--- src/rtl/ror_iter.sv ---
// rtl/ror_iter.sv - multi-cycle rotate unit (ROR_ITER_DIR_EN adds a left-rotate dir input)
module ror_iter #(
  parameter int WIDTH = 32,  // only 32 is supported
  parameter int STEP  = 1    // 1, 2, 4 or 8 bits per ROTATE cycle
) (
  input  logic             clock,
  input  logic             clear,
  input  logic             start,
  input  logic [WIDTH-1:0] Ra,
  input  logic [WIDTH-1:0] RotateBits,
`ifdef ROR_ITER_DIR_EN
  input  logic             dir,
`endif
  output logic [WIDTH-1:0] Rz,
  output logic             busy,
  output logic             done
);

  typedef enum logic {
    IDLE   = 1'b0,
    ROTATE = 1'b1
  } state_t;

  // Step size sized to the 5-bit remaining-count so comparisons stay width-matched.
  localparam logic [4:0] STEP_V = 5'(STEP);

  state_t             state;
  logic [WIDTH-1:0]   acc;
  logic [4:0]         cnt;
  logic [4:0]         k;
  logic               last_step;
  logic [2*WIDTH-1:0] dbl_r;
  logic [WIDTH-1:0]   rot_next;
`ifdef ROR_ITER_DIR_EN
  logic               dir_q;
  logic [2*WIDTH-1:0] dbl_l;
`endif

  // Only the low five amount bits select a rotation; the rest are don't-care.
  logic unused_amount_bits;
  assign unused_amount_bits = ^RotateBits[WIDTH-1:5];

  // Per-cycle shift amount k = min(STEP, cnt); the edge that consumes the remainder is final.
  always_comb begin
    k         = (cnt < STEP_V) ? cnt : STEP_V;
    last_step = (cnt <= STEP_V);
  end

  // Rotation by k done on a doubled word, so k = 0 naturally returns acc unchanged.
  always_comb begin
    dbl_r    = {acc, acc} >> k;
`ifdef ROR_ITER_DIR_EN
    dbl_l    = {acc, acc} << k;
    rot_next = dir_q ? dbl_l[2*WIDTH-1:WIDTH] : dbl_r[WIDTH-1:0];
`else
    rot_next = dbl_r[WIDTH-1:0];
`endif
  end

  // Control FSM with registered outputs; Rz is only written on the final ROTATE edge.
  always_ff @(posedge clock) begin
    if (!clear) begin
      state <= IDLE;
      acc   <= '0;
      cnt   <= '0;
      Rz    <= '0;
      busy  <= 1'b0;
      done  <= 1'b0;
`ifdef ROR_ITER_DIR_EN
      dir_q <= 1'b0;
`endif
    end else begin
      case (state)
        IDLE: begin
          done <= 1'b0;
          if (start) begin
            acc   <= Ra;
            cnt   <= RotateBits[4:0];
            busy  <= 1'b1;
            state <= ROTATE;
`ifdef ROR_ITER_DIR_EN
            dir_q <= dir;
`endif
          end
        end
        ROTATE: begin
          acc <= rot_next;
          cnt <= cnt - k;
          if (last_step) begin
            Rz    <= rot_next;
            done  <= 1'b1;
            busy  <= 1'b0;
            state <= IDLE;
          end
        end
        default: state <= IDLE;
      endcase
    end
  end

endmodule

--- config.mk ---
export PLATFORM = sky130hd
export DESIGN_NAME = ror_iter
export DESIGN_NICKNAME = d
export VERILOG_FILES = /design/src/rtl/ror_iter.sv
export SDC_FILE = /design/constraint.sdc
export NUM_CORES = 1
export LEC_CHECK = 0
export CAP_MARGIN = 40
export CORE_MARGIN = 2
export CORE_UTILIZATION = 25
export DETAILED_ROUTE_END_ITERATION = 7
export GPL_ROUTABILITY_DRIVEN = 0
export REMOVE_ABC_BUFFERS = 1
export SYNTH_ARGS = -nofsm -noshare
export SYNTH_HDL_FRONTEND = slang
export SYNTH_SLANG_ARGS = --single-unit
--- constraint.sdc ---
create_clock -name clock -period 5.41 [get_ports clock]
set_clock_uncertainty 0.05 [all_clocks]
set_input_delay 0.541 -clock clock [delete_from_list [all_inputs] [get_ports clock]]
set_output_delay 0.541 -clock clock [all_outputs]
set_load 0.1 [all_outputs]
### Word-level counts from Yosys, hierarchy flattened

Index checks and enable logic that the tools add are counted.
Widths: inputs -> output; s select.

| word-level totals | value |
|---|---|
| word-level logic and storage cells | 28 |
| bits of input ports | 67 |
| bits in registers | 72 |
| output and inout port bits | 34 |

| cells by class | value |
|---|---|
| shifts and indexed selects | 1 |
| reduce and logical (&&, ||, !) cells | 2 |
| order comparisons | 2 |
| bitwise logic cells | 1 |
| add/subtract/negate cells | 1 |
| multiplexer cells | 13 |
| eq/ne operators | 2 |

Operators with widths:

| cell | count |
|---|---|
| $pmux 32 s2 | 1 |
| $shr 64x5->32 | 1 |
| $mux 32 | 1 |
| $mux 5 | 2 |
| $pmux 5 s2 | 1 |
| $pmux 1 s2 | 3 |
| $le 5x1->1 const B | 1 |
| $lt 5x1->1 const B | 1 |
| $mux 1 | 5 |
| $sub 5x5->5 | 1 |
| $reduce_and 2->1 | 2 |
| $ne 2x1->1 const B | 1 |
| $ne 2x2->1 const B | 1 |
| $not 1->1 | 1 |

### Depth between registers and ports, before layout

| logic depth | value |
|---|---|
| word-level depth | 4 |
| depth in mapped cells | 6 |
| gate-level depth less buffers | 6 |

### Worst setup path after synthesis

OpenSTA, ideal clock, no wires.

| timing path | value |
|---|---|
| path type | register -> register |
| start point | reg cnt[4] |
| end point | reg cnt[4] |
| setup time | 0.095 ns |
| setup slack | 3.483 ns |
| data required time | 5.265 ns |
| arrival | 1.782 ns |
| cell stages (with the launch flop) | 7 |
| path through | dfxtp_1 or4_4 or2b_1 ha_1 inv_1 a32o_1 a221oi_1 |

| on the way | value |
|---|---|
| longest elaborated chain between the ends | 4 |

RTL lines:

| element | line | text |
|---|---|---|
| from (decl) | 29 | `logic [4:0] cnt;` |
| from (signal assigned) | 78 | `cnt <= RotateBits[4:0];` |
| from (signal assigned) | 88 | `cnt <= cnt - k;` |
| $lt 5x1->1 | 45 | `k = (cnt < STEP_V) ? cnt : STEP_V;` |
| $mux 5 | 45 |  |
| $sub 5x5->5 * | 88 |  |
| $pmux 5 s2 * | 73 | `case (state)` |

Every way passes the cells marked *; elsewhere a longest branch is shown, timed or not.
A chain may end at the register's enable or synchronous reset.

### Final worst setup path

Ends and elaborated chain as after synthesis.

==> out/metrics.yaml <==
async_flop_share_pct: 0
antenna_found_initial: 0
tightest_slew_ns: 0.8085
seq_area_mm2: 0.001444
grtUsageTotal_pct: 13.54
final.setup.worst_slack_ns: 2.992
synthCells: 379
fmax_ghz: 0.4136
post_cts_resize_count: 0
finalSetupTns_ns: 0
ys_ff_latch: 72
nets: 527
fin_crit_sh_pct: 44.69
rsz0062_at_grt: "false"
wl_um: 10350
path_buf_inv: 1
arrival_ns: 2.60
vias_per_cell: 5.357
relSlewSlack_pct: 46.10
startpoint_type: "flip-flop"
rows: 43
design_area_mm2: 0.005356
drc: 0
timing.final.hold_violations: 0
synth_flop_cell: "dfxtp_1"
grt_pass1_wl_um: 17540
postSynthAreaPerCell_um2: 9.538
cts_sinks: 72
pin_count: 101
dp_hpwl_um: 6332
endpoint_kind: "flip-flop"
gr-total-overflow: 0
n_antenna_cell: 0
htree_levels: 3
p_leak_uw: 0.001792
grt_max_degree: 74
initial_core_util_pct: 25.84
cts-root-buf: "clkbuf_16"
area_growth_pct: 48.18
max_stage_delay_ns: 0.84
synthesis.area_mm2: 0.003615
port_buffers: 73
ys.warnings.count: 0
dpl_cell_area_mm2: 0.004987
multiInputGateArea_mm2: 0.001934
synth_edf_count: 0
die_x_um: 124.2
hold_path_class: "flip-flop to flip-flop"
post-route-util_pct: 38.29
required_ns: 5.59
ant_nets: 0
maxSlewViolCount: 0
power_uw: 1868
die_area_mm2: 0.01544
cts.clk_slew.worst_paths_ns: 0.06
nFillCells: 1368
grt_pass1_vias: 3420
cp_slowest_cell: "or4_4"
peakVddDrop_mv: 0.1461
avgRoutedWirePerCell_um: 16.07
post_synth_num_cell_types: 37
die_h_um: 124.2
cts_setup_buffers: 0
drive_gt1_share_pct: 25.00
power.density_mw_per_mm2: 348.7
crit_fanout: 33
critical_path_class: "flip-flop to flip-flop"
worstPathCellList: "or4_4 > or2b_1 > ha_1 > inv_1 > a32o_1 > a221oi_1"
drv_cap: 0
cts_tree: "done"
ys_seq_area_share_pct: 39.88
clk_path_buf_depth: 2
cp_top_family: "simple AND/OR/NAND/NOR gates"
dp_slack_ns: 2.889
status: "finished clean"
ctsHoldBuffers: 0
core_mm2: 0.01399
cts_buffers: 9
clk_latency_ns: 0.33
vias: 3450
drt_iter0_markers: 187
min_period_ns: 2.418
finalSetupViolations: 0
dr.pass1.iters: 5
-- layer usage --
| layer | track usage, % | share of wire (%) | up-vias |
|---|---|---|---|
| li1 | - | - | 1673 |
| met1 | 17.96 | 46 | 1651 |
| met2 | 21.70 | 48 | 108 |
| met3 | 1.721 | 3.7 | 18 |
| met4 | 6.675 | 2.1 | 0 |
| met5 | 0 | 0 | - |
-- through the flow --
| stage | instances | hold WS, ns |
|---|---|---|
| 6_report | 644 | 0.4131 |
| 4_1_cts | 644 | 0.4173 |
| 3_5_place_dp | 628 | 0.3960 |
| 5_1_grt | 644 | 0.4284 |
| 3_3_place_gp | 591 | 0.3996 |
| 2_1_floorplan | 333 | 0.4394 |
-- power by group --
group / leakage, uW / switching [uW] / total, uW / internal (uW)
sequential: 0.000591 / 56.0 / 632 / 576
combinational: 0.00102 / 308 / 497 / 189
clock: 0.000182 / 231 / 739 / 508
-- logic make-up (layout without fill, tap and decap cells) --
group                    count (synthesis)  count (layout)  synth area share, %
AO/OA/AOI/OAI                          173             173                34.13
flip-flops                              72              72                39.88
buffers and inverters                   50             135                7.130
AND/OR/NAND/NOR                         47              47                7.407
multiplexers                            35              35                10.87
adder cells (fa/ha/maj)                  1               1               0.3461
XOR/XNOR                                 1               1               0.2423
-- final timing paths --
kind	start	end	slack, ns	cells past startpoint
setup / recovery	cnt[4]	cnt[4]	2.99	6
setup reg to reg	cnt[4]	cnt[4]	2.99	6
hold reg to reg	Rz[8]	Rz[8]	0.41	1
hold / removal	Rz[8]	Rz[8]	0.41	1
-- cell type report --
cell class	instances	area share (%)
Multi-Input combinational cell	257	36.11
Sequential cell	72	26.96
Tap cell	180	4.205
Clock buffer	10	4.462
Clock inverter	6	2.429
Inverter	4	0.2803
Timing Repair Buffer	115	25.55
-- cells in the mapped netlist, drive strengths merged, types with 3 or more instances --
| cell type | instances | area [um2] |
|---|---|---|
| buf | 25 | 160.2 |
| nand3 | 34 | 175.2 |
| o2bb2ai | 32 | 280.3 |
| a21oi | 3 | 18.77 |
| a32oi | 32 | 280.3 |
| o21ai | 65 | 381.6 |
| clkbuf | 21 | 82.57 |
| inv | 4 | 15.01 |
| mux2 | 34 | 382.9 |
| nor2 | 4 | 17.52 |
| dfxtp | 72 | 1441 |
| a31oi | 33 | 206.5 |
-- layout by cell type, fill, tap and decap left out, types with 4 or more instances in the layout --
master / instances
a31oi_1: 33
a32oi_1: 32
buf_16: 4
buf_4: 5
buf_8: 33
bufinv_16: 4
clkbuf_16: 9
clkdlybuf4s50_1: 72
dfxtp_1: 70
inv_1: 4
mux2_2: 34
nand3_1: 33
o21ai_0: 30
o21ai_1: 20
o21ai_2: 15
o2bb2ai_1: 32
-- flip-flops by register name, summed over array words and instances (netlist names) --
| name | count |
|---|---|
| Rz | 32 |
| acc | 32 |
| busy | 1 |
| cnt | 5 |
| done | 1 |
| state | 1 |
Note: power is estimated with default switching activity, not from simulation.
